[src/rtl/wave_pkg.sv]
// Shared definitions for the phase-to-waveform converter: mode encodings,
// offset-binary constants and the quarter-sine table generator.
package wave_pkg;

    typedef enum logic [1:0] {
        WAVE_TRI = 2'd0,
        WAVE_SAW = 2'd1,
        WAVE_SQR = 2'd2,
        WAVE_SIN = 2'd3
    } wave_e;

    localparam longint QSINE_PI_Q = 64'sd843314857;  // pi in Q28
    localparam int     QSINE_FRAC = 28;

    function automatic int wave_mid(input int sample_w);
        return 1 << (sample_w - 1);
    endfunction

    function automatic int wave_max(input int sample_w);
        return (1 << sample_w) - 1;
    endfunction

    // round((MID-1) * sin(pi/2 * (k+0.5) / 2^(phase_w-2))) in integer fixed point,
    // so the table folds to constants without relying on real-valued math.
    function automatic int qsine_entry(input int k, input int phase_w, input int sample_w);
        longint x;
        longint x2;
        longint term;
        longint acc;
        longint amp;
        x    = (QSINE_PI_Q * longint'(2 * k + 1)) >>> phase_w;
        x2   = (x * x) >>> QSINE_FRAC;
        term = x;
        acc  = x;
        for (int n = 1; n <= 8; n++) begin
            term = -((term * x2) >>> QSINE_FRAC) / longint'((2 * n) * (2 * n + 1));
            acc  = acc + term;
        end
        amp = longint'(wave_mid(sample_w) - 1);
        return int'((amp * acc + (longint'(1) <<< (QSINE_FRAC - 1))) >>> QSINE_FRAC);
    endfunction

endpackage

[src/rtl/quarter_sine_rom.sv]
// Quarter-wave sine magnitude table with a CE-qualified registered read.
module quarter_sine_rom
    import wave_pkg::*;
#(
    parameter int PHASE_W  = 7,
    parameter int SAMPLE_W = 8
) (
    input  logic                clk,
    input  logic                rst,
    input  logic                ce,
    input  logic [PHASE_W-3:0]  addr,
    output logic [SAMPLE_W-2:0] data
);

    localparam int DEPTH = 2 ** (PHASE_W - 2);

    logic [SAMPLE_W-2:0] rom_tbl [DEPTH];

    for (genvar i = 0; i < DEPTH; i++) begin : g_tbl
        localparam int ENTRY = qsine_entry(i, PHASE_W, SAMPLE_W);
        assign rom_tbl[i] = ENTRY[SAMPLE_W-2:0];
    end

    always_ff @(posedge clk or posedge rst) begin
        if (rst) begin
            data <= '0;
        end else if (ce) begin
            data <= rom_tbl[addr];
        end
    end

endmodule

[src/rtl/phase2wave.sv]
// Phase word to offset-binary sample converter, four waveforms, three CE stages.
// Waveform requests are only accepted on phase wrap (or the first CE after reset).
module phase2wave
    import wave_pkg::*;
#(
    parameter int PHASE_W  = 7,
    parameter int SAMPLE_W = 8
) (
    input  logic                CLK,
    input  logic                RST,
    input  logic                CE,
    input  logic [PHASE_W-1:0]  PHASE,
    input  logic [1:0]          MODE,
    output logic [SAMPLE_W-1:0] SAMPLE_OUT,
    output logic                VALID_OUT
);

    if (PHASE_W < 4 || SAMPLE_W < PHASE_W) begin : g_param_check
        $error("phase2wave: need PHASE_W >= 4 and SAMPLE_W >= PHASE_W");
    end

    localparam int                 S      = SAMPLE_W - PHASE_W;
    localparam logic [SAMPLE_W-1:0] MID_V  = SAMPLE_W'(wave_mid(SAMPLE_W));
    localparam logic [SAMPLE_W-1:0] MID_M1 = MID_V - SAMPLE_W'(1);
    localparam logic [SAMPLE_W-1:0] MAX_V  = SAMPLE_W'(wave_max(SAMPLE_W));

    logic                first_ce;
    logic [PHASE_W-1:0]  prev_phase;
    wave_e               active_mode;
    logic [1:0]          fill;

    wave_e               eff_mode;
    logic [PHASE_W-2:0]  fold_idx;

    logic [PHASE_W-2:0]  s1_idx;
    logic                s1_half;
    wave_e               s1_mode;

    logic [SAMPLE_W-1:0] mag_next;
    logic [SAMPLE_W-1:0] s2_mag;
    logic                s2_half;
    wave_e               s2_mode;
    logic [SAMPLE_W-2:0] rom_data;
    logic [SAMPLE_W-1:0] rom_ext;

    logic [SAMPLE_W-1:0] s3_next;

    // Triangle and saw share the half-wave mirror; sine mirrors within the quarter.
    always_comb begin
        eff_mode = active_mode;
        if (first_ce || (PHASE < prev_phase)) begin
            eff_mode = wave_e'(MODE);
        end
        fold_idx = PHASE[PHASE_W-2:0];
        case (eff_mode)
            WAVE_TRI, WAVE_SAW: begin
                if (PHASE[PHASE_W-1]) begin
                    fold_idx = ~PHASE[PHASE_W-2:0];
                end
            end
            WAVE_SIN: begin
                if (PHASE[PHASE_W-2]) begin
                    fold_idx = {1'b1, ~PHASE[PHASE_W-3:0]};
                end
            end
            default: ;
        endcase
    end

    always_comb begin
        mag_next = '0;
        case (s1_mode)
            WAVE_TRI: mag_next = SAMPLE_W'(s1_idx) << (S + 1);
            WAVE_SAW: mag_next = SAMPLE_W'(s1_idx) << S;
            default:  mag_next = '0;
        endcase
    end

    quarter_sine_rom #(
        .PHASE_W  (PHASE_W),
        .SAMPLE_W (SAMPLE_W)
    ) u_rom (
        .clk  (CLK),
        .rst  (RST),
        .ce   (CE),
        .addr (s1_idx[PHASE_W-3:0]),
        .data (rom_data)
    );

    assign rom_ext = SAMPLE_W'(rom_data);

    always_comb begin
        s3_next = '0;
        case (s2_mode)
            WAVE_TRI: s3_next = s2_mag;
            WAVE_SAW: s3_next = s2_half ? (MAX_V - s2_mag) : s2_mag;
            WAVE_SQR: s3_next = s2_half ? '0 : MAX_V;
            WAVE_SIN: s3_next = s2_half ? (MID_M1 - rom_ext) : (MID_V + rom_ext);
            default:  s3_next = '0;
        endcase
    end

    always_ff @(posedge CLK or posedge RST) begin
        if (RST) begin
            first_ce    <= 1'b1;
            prev_phase  <= '0;
            active_mode <= WAVE_TRI;
            fill        <= '0;
            s1_idx      <= '0;
            s1_half     <= 1'b0;
            s1_mode     <= WAVE_TRI;
            s2_mag      <= '0;
            s2_half     <= 1'b0;
            s2_mode     <= WAVE_TRI;
            SAMPLE_OUT  <= '0;
        end else if (CE) begin
            first_ce    <= 1'b0;
            prev_phase  <= PHASE;
            active_mode <= eff_mode;
            if (fill != 2'd3) begin
                fill <= fill + 2'd1;
            end
            s1_idx      <= fold_idx;
            s1_half     <= PHASE[PHASE_W-1];
            s1_mode     <= eff_mode;
            s2_mag      <= mag_next;
            s2_half     <= s1_half;
            s2_mode     <= s1_mode;
            SAMPLE_OUT  <= s3_next;
        end
    end

    assign VALID_OUT = (fill == 2'd3);

endmodule
[config.mk]
export PLATFORM = sky130hd
export DESIGN_NAME = phase2wave
export DESIGN_NICKNAME = d
export VERILOG_FILES = /design/src/rtl/wave_pkg.sv /design/src/rtl/quarter_sine_rom.sv /design/src/rtl/phase2wave.sv
export SDC_FILE = /design/constraint.sdc
export NUM_CORES = 1
export LEC_CHECK = 0
export CAP_MARGIN = 20
export CORE_MARGIN = 5
export CORE_UTILIZATION = 55
export DETAILED_ROUTE_END_ITERATION = 6
export GPL_TIMING_DRIVEN = 0
export PLACE_DENSITY = 0.84
export SLEW_MARGIN = 20
export SYNTH_ARGS = -nofsm -noshare
export SYNTH_HDL_FRONTEND = slang
export SYNTH_SLANG_ARGS = --single-unit
[constraint.sdc]
create_clock -name CLK -period 3 [get_ports CLK]
set_clock_uncertainty 0.05 [all_clocks]
set_input_delay 0.3 -clock CLK [delete_from_list [all_inputs] [get_ports CLK]]
set_output_delay 0.3 -clock CLK [all_outputs]
set_load 0.01 [all_outputs]
Word level (Yosys, flattened, before mapping). Memories as Yosys holds them, arrays and structs flattened. A register that Yosys moved wholly into a read port is not among the register bits. Cells that the tools add are included. W data, S select, Z words.

Bits of input ports: 12. ROM bits: 224. Word-level logic and storage cells: 42. Memories kept: 1. Register bits after elaboration: 38.

Memory list: (name not given) (words 32, bits a word 7, rd ports 1, clocked after memory_dff 1, wr ports 0, line quarter_sine_rom.sv:28) `data <= rom_tbl[addr];`.

Bitwise gates (word level): 3. Order comparisons: 1. Multiplexer cells: 9. Add/sub/neg operators: 4. Reductions and logical operators: 6. Eq/ne operators: 8.

Operators with widths (number): $pmux W8 S4 (1); $mux W8 (3); $pmux W8 S2 (1); $mux W6 (2); $pmux W6 S2 (1); $add A8 B7 Y8 const A (1); $eq A2 B2 Y1 const B (4); $sub A7 B7 Y8 const A (1); $sub A8 B8 Y8 const A (1); $lt A7 B7 Y1 (1); $eq A2 B1 Y1 const B (3); $logic_not A2 Y1 (3); $not A5 Y6 (1); $not A6 Y6 (1); $not A5 Y5 (1); $add A2 B1 Y2 const B (1); $mux W2 (1); $ne A2 B2 Y1 const B (1); $reduce_and A2 Y1 (1); $reduce_or A2 Y1 (1); $logic_or A1 B1 Y1 (1).

Logic depth before layout (Yosys ltp). Gate-level depths: netlist of run 1.

Depth in word-level cells: 6. Depth in mapped cells: 8. Gate-level depth less buffers: 8.

By module. From an unflattened synthesis of run 1, not the netlist that was laid out.

Cells, all modules: 300. Area total of the unflattened synthesis: 2748.9 um^2.

Modules (own cells, without submodules): phase2wave (area each 2044.5 um^2, cells an instance 216, times used 1, sequential area each 902.1 um^2); quarter_sine_rom (area each 704.4 um^2, cells an instance 84, times used 1, sequential area each 175.2 um^2).

Worst setup path after synthesis of run 1. OpenSTA, ideal clock, no wires.

Kind: flip-flop to flip-flop. From: register s1_idx[1]. To: register u_rom.data[2]. Slack: 1.021 ns. Stages on the path, launching flop included: 8. Arrival: 1.792 ns. Setup time: 0.137 ns. Period minus slack after synthesis: 1.979 ns. Data required time: 2.813 ns. Buffers on the path: 1. Cells stage by stage: dfrtp_1 > clkbuf_1 > inv_1 > ha_1 > inv_1 > mux4_2 > o21ai_0 > a21oi_1.

Longest elaborated chain between the ends: 1.

RTL lines: start: declaration (line phase2wave.sv:35) `logic [PHASE_W-2:0] s1_idx;`; start signal: assignment (line phase2wave.sv:123) `s1_idx <= fold_idx;`; $not A5 Y6 (implied by the code) (line quarter_sine_rom.sv:28); end: declaration (line quarter_sine_rom.sv:12) `output logic [SAMPLE_W-2:0] data`.

No other way between the ends. A chain may end at the register's enable or synchronous reset.

Worst setup path after layout of run 1.
From: register s1_idx[1]. To: register u_rom.data[3].

Same word-level chain as after synthesis.

==> flow_metrics.tcl, run 1 <==
set metrics [dict create \
    num_vias 2176 \
    yosys_warnings 0 \
    dp_cells 387 \
    worst_pin_slew_ns 0.660 \
    path_class "flop to flop" \
    dp_slack_ns 0.427 \
    clock_path_buffers 2 \
    hp-class "primary input to async pin" \
    coreArea_sq_um 4790 \
    finalMaxSlewViolations 0 \
    antenna_found_initial 0 \
    grt_max_degree 34 \
    slew_headroom 0.560 \
    clk_pin_slew_ns 0.09 \
    grt_pass1_wl_um 9800 \
    synth_cells 300 \
    r2r_cells 7 \
    detail_route.iter0.violations 128 \
    ir_worst_vdd_uv 382 \
    clock-sinks 43 \
    ant_nets 0 \
    wl_um 5680 \
    drc 0 \
    num_antenna_cells 0 \
    synthAdderAreaFrac 0.0596 \
    pwr_density_cell_nw_per_um2 654 \
    cts_hold_buf 0 \
    grt_pass1_vias 2104 \
    gr-total-overflow 0 \
    dieHeight_um 80.4 \
    cts_tree "yes" \
    post-route-period-util 0.779 \
    dp_hpwl_um 4200 \
    setup_tns_ns 0 \
    cts_root_buf "clkbuf_8" \
    layout_min_cycle_time_ns 2.34 \
    viasPerCell 5.51 \
    die_x_um 80.4 \
    worstReg2RegEnd "u_rom.data[3]$_DFFE_PP0P_" \
    synth_seq_area_share 0.395 \
    drive_gt1_frac 0.119 \
    htree_levels 2 \
    synth_edf_count 0 \
    gr-usage-all-layers 0.194 \
    avgSynthCellArea_sq_um 9.10 \
    port_buffers 19 \
    synth.area.top_cells "dfrtp_1, ha_1, o21ai_0" \
    synth_top_family_by_area "compound AO/OA/AOI/OAI gates" \
    cp.required_ns 3.20 \
    fin_ws_ns 0.662 \
    async_flop_share 1.00 \
    netlist_area_sq_um 2730 \
    area_growth_pct 14.2 \
    firstDrtPassIters 4 \
    crit_fanout 8 \
    routabilityCongestion 0.911 \
    yosysTopAreaCellShare 0.385 \
    finalHoldViolCount 0 \
    synthMuxAreaShare 0.0963 \
    num_rows 25 \
    routedWlPerCell_um 14.4 \
    synthSimpleGateAreaFrac 0.147 \
    status "finished, final reports clean" \
    die_area_sq_um 6470 \
    synthTopCellsByCount "dfrtp_1, nand2_1, nor2_1, o21ai_0, inv_1" \
    yosysMostFrequentCell "dfrtp_1" \
    synth_top_area_cell "dfrtp_1" \
    utilization 0.651 \
    synth_xor_area_frac 0.0610 \
    synth-seq-cells 43 \
    ios 21 \
    worstSkewPairLatency_ns 0.31 \
    maxCapViolCount 0 \
    cts-buffers-inserted 5 \
    syn-num-nets 325 \
    leakagePower_nw 1.31 \
    arrival_ns 2.54 \
    fin_cells 395 \
    cp-start-kind "flop" \
    post_cts_buffers 0 \
    ctsResizeCount 0 \
    synth_compound_area_frac 0.174 \
    yosysUniqueCellTypes 41 \
    r2r_setup_slack_ns 0.66 \
    clock.fmax_mhz 428 \
    rsz0062_at_grt "false" \
    setup_viol 0 \
    n_fill_cell 405 \
    synth-main-ff-cell "dfrtp_1" \
    rr_startpoint "s1_idx[1]$_DFFE_PP0P_" \
    end_kind "flop" \
    start_util 0.570 \
    final_nets 352 \
]
-- final cells by class --
class / count / area (sq um) / area share
Timing Repair Buffer: 20 / 210 / 0.0675
Clock inverter: 3 / 23.8 / 0.00763
Clock buffer: 5 / 68.8 / 0.0221
Tap cell: 67 / 83.8 / 0.0269
Sequential cell: 43 / 1080 / 0.346
Multi-Input combinational cell: 211 / 1470 / 0.471
Buffer: 22 / 93.8 / 0.0301
Inverter: 24 / 90.1 / 0.0289
-- critical path: stages, from the launching register on --
cell and delay (ns):
dfrtp_1 0.40, clkbuf_1 0.32, inv_1 0.19, ha_1 0.39, inv_1 0.10, mux4_2 0.45
o211ai_1 0.23, o21a_1 0.15
-- how the worst max path moves through the flow --
stage                                     start                        end  slack (ns)  cells past startpoint
after floorplan           s1_idx[1]$_DFFE_PP0P_  u_rom.data[2]$_DFFE_PP0P_        1.02                      7
after global placement                 PHASE[5]      s1_idx[0]$_DFFE_PP0P_        0.47                      8
after detailed placement               PHASE[5]      s1_idx[0]$_DFFE_PP0P_        0.43                      8
after CTS                 s1_idx[1]$_DFFE_PP0P_  u_rom.data[3]$_DFFE_PP0P_        0.68                      7
after global routing      s1_idx[1]$_DFFE_PP0P_  u_rom.data[3]$_DFFE_PP0P_        0.49                      7
final                     s1_idx[1]$_DFFE_PP0P_  u_rom.data[3]$_DFFE_PP0P_        0.66                      7
-- flip-flops by register name, summed over array words and instances (netlist names), 2 cells and up --
register,cells
prev_phase,7
s2_mag,7
u_rom.data,7
s1_mode,2
s2_mode,2
SAMPLE_OUT,8
fill,2
s1_idx,6
-- where the power goes --
group	total (mW)	switching (mW)	internal (mW)
Sequential	0.797	0.0802	0.717
Combinational	0.854	0.447	0.408
Clock	0.387	0.220	0.167
-- cell families (layout without fill, tap and decap cells) --
family                     after synthesis  count (layout)
AOI/OAI and AO/OA                       71              71
and+or+nand+nor                         87              87
adders and majority gates               13              13
DFF                                     43              43
xor gates and xnor gates                19              19
muxes                                   21              21
buffers and inverters                   46              74
-- through the flow --
step / instance area (sq um) / power [mW] / hold WS [ns]
after floorplan: 2730 / 1.42 / 0.371
after global placement: 3000 / 1.63 / 0.409
after detailed placement: 3020 / 1.66 / 0.410
after CTS: 3120 / 2.05 / 0.182
after global routing: 3120 / 2.20 / 0.208
final: 3120 / 2.04 / 0.178
-- cells in the final DEF, fill, tap and decap left out, types with 5 or more instances in the layout --
cell             count
xor2_1               7
a41oi_2              5
nand2_1             30
clkdlybuf4s50_1     19
a21oi_1             16
ha_1                13
inv_1               22
nand3_1              8
clkbuf_1            14
dfrtp_1             42
nor2_1              26
nand2b_1            14
o21ai_0             25
mux2_2               9
xnor2_1             12
buf_2                6
mux2i_1              8
o22ai_1              6
clkbuf_8             5
-- metal layers --
| layer | track usage | share of wire |
|---|---|---|
| met4 | 0.0625 | 0.015 |
| met3 | 0.0381 | 0.068 |
| met2 | 0.328 | 0.50 |
| met5 | 0 | 0 |
| met1 | 0.249 | 0.42 |
No activity file was read; power rests on OpenSTA's default activity.
==> run 2, diff against run 1 <==
==> constraint.sdc (replaced) <==
create_clock -name CLK -period 2.3 [get_ports CLK]
set_clock_uncertainty 0.05 [all_clocks]
set_input_delay 0.23 -clock CLK [delete_from_list [all_inputs] [get_ports CLK]]
set_output_delay 0.23 -clock CLK [all_outputs]
set_load 0.01 [all_outputs]
==> run 2 against run 1 <==
Compared with the run above: clock power increased by 32%; worst hold slack worse by 0.074 ns; setup slack got worse by 0.53 ns; combinational power rose by 31%; sequential share of layout area shrank 0.24 points; non-clock buffer count is the same; critical endpoint is now s1_idx[0]$_DFFE_PP0P_.
==> flow_metrics.tcl, run 2 (synthesized netlist as in run 1, its figures left out) <==
set metrics [dict create \
    status "finished, final reports clean" \
    internal-power_mw 1.69 \
    final_cell_mix "dfrtp_1, nand2_1, nor2_1" \
    detail_route.iter0.violations 126 \
    ir_worst_vdd_uv 510 \
    ios 21 \
    drive_gt1_frac 0.128 \
    cts-buffers-inserted 5 \
    cts_hold_buf 0 \
    power.net_switching_mw 0.988 \
    area_growth_pct 15.1 \
    path_buf_inv 1 \
    p_total_mw 2.68 \
    dp_slack_ns -0.203 \
    layout_min_cycle_time_ns 2.16 \
    top_register "SAMPLE_OUT" \
    port_buffers 19 \
    cts_tree "yes" \
    cp-start-kind "flop" \
    die_area_sq_um 6470 \
    maxCapViolCount 0 \
    drc 0 \
    wl_um 5730 \
    hp-class "primary input to async pin" \
    leakagePower_nw 1.34 \
    die_x_um 80.4 \
    worst_pin_slew_ns 0.657 \
    p_seq_frac 0.392 \
    htree_levels 2 \
    clock-sinks 43 \
    p_clk_frac 0.191 \
    fin_ws_ns 0.136 \
    slowest_stage "mux2i_4" \
    end_kind "flop" \
    largest_reg_flops 8 \
    grt_pass1_wl_um 9760 \
    arrival_ns 2.33 \
    hold_ws_ns 0.104 \
    gr-total-overflow 0 \
    cts_root_buf "clkbuf_8" \
    n_fill_cell 397 \
    num_rows 25 \
    clock.fmax_mhz 462 \
    finalHoldViolCount 0 \
    firstDrtPassIters 4 \
    comb_power_share 0.417 \
    gr-usage-all-layers 0.193 \
    num_vias 2193 \
    post-route-period-util 0.941 \
    routabilityCongestion 0.911 \
    finalMaxSlewViolations 0 \
    dp_hpwl_um 4200 \
    clock_path_buffers 2 \
    slew_headroom 0.562 \
    final_common_cell "dfrtp_1" \
    coreArea_sq_um 4790 \
    viasPerCell 5.55 \
    final_nets 352 \
    cp_slowest_stage_delay_ns 0.41 \
    grt_pass1_vias 2100 \
    setup_viol 0 \
    p_sw_frac 0.369 \
    dieHeight_um 80.4 \
    ant_nets 0 \
    routedWlPerCell_um 14.5 \
    start_util 0.570 \
    path_class "flop to flop" \
    cp_cell_sequence "inv_1 > ha_1 > a21oi_2 > o22ai_1 > a21oi_4 > mux2i_4 > nand2_1 > a41oi_2" \
    clk_pin_slew_ns 0.09 \
    grt_max_degree 34 \
    num_antenna_cells 0 \
    worstSkewPairLatency_ns 0.31 \
    crit_fanout 8 \
    setup_tns_ns 0 \
    path_delay_family "compound AO/OA/AOI/OAI gates" \
    antenna_found_initial 0 \
    cp.required_ns 2.47 \
    pwr_density_cell_nw_per_um2 853 \
]
run 2: cell count changes in the layout (fill, tap and decap cells not counted), sizes merged:
| cell | change |
|---|---|
| clkdlybuf4s50 | -3 |
| dlymetal6s2s | +3 |
| buf | +1 |
| clkbuf | -1 |
run 2: final cells by class:
cell class / instances / area, sq um / area share
well taps: 67 / 83.8 / 0.0267
clock inverters: 3 / 23.8 / 0.00757
clock buffers: 5 / 68.8 / 0.0219
inverters: 24 / 90.1 / 0.0287
plain buffers: 21 / 90.1 / 0.0287
repair buffers: 21 / 225 / 0.0717
multi-input cells: 211 / 1480 / 0.471
flip-flops and latches: 43 / 1080 / 0.343
run 2: routing by layer:
metal | part of all wire | track usage
met1 | 0.43 | 0.248
met2 | 0.50 | 0.324
met3 | 0.056 | 0.0381
met4 | 0.015 | 0.0676
met5 | 0 | 0
run 2: through the flow:
stage,instance area (sq um),std cells,util
floorplan,2730,300,-
global placement,3000,386,0.627
detailed placement,3020,387,0.632
CTS,3110,394,0.650
global route,3140,395,0.656
finish,3140,395,0.656
run 2: power groups by stage:
stage / combinational (mW) / clock (mW) / sequential [mW]
finish: 1.12 / 0.512 / 1.05
global route: 1.25 / 0.548 / 1.08
CTS: 1.11 / 0.518 / 1.05
detailed placement: 1.11 / 0 / 1.06
global placement: 1.08 / 0 / 1.05
floorplan: 0.797 / 0 / 1.06
run 2: worst reg2reg max path, cell delays in order (launching register included):
cell,delay (ns)
dfrtp_1,0.35
inv_1,0.06
ha_1,0.30
a21oi_2,0.16
o22ai_1,0.13
a21oi_4,0.28
mux2i_4,0.41
nand2_1,0.11
a41oi_2,0.23
run 2: path summary, 6_finish.rpt:
kind	from	endpoint	slack, ns	cells after the start
worst min-delay path	RST	SAMPLE_OUT[7]$_DFFE_PP0P_	0.10	2
worst max register to register	prev_phase[6]$_DFFE_PP0P_	s1_idx[0]$_DFFE_PP0P_	0.14	8
min in group CLK	CE	prev_phase[5]$_DFFE_PP0P_	0.24	3
worst min register to register	fill[0]$_DFFE_PP0P_	fill[0]$_DFFE_PP0P_	0.43	1
max in group asynchronous	RST	first_ce$_DFFE_PP1P_	1.58	3
worst max-delay path	prev_phase[6]$_DFFE_PP0P_	s1_idx[0]$_DFFE_PP0P_	0.14	8
run 2: repair_timing:
item / 4_1_cts / 5_1_grt
hold endpoints to repair: 0 / 0
resized for setup: 0 / 6
pin swaps: 0 / 1
setup endpoints to repair: 2 / 2
setup buffers: 0 / 1
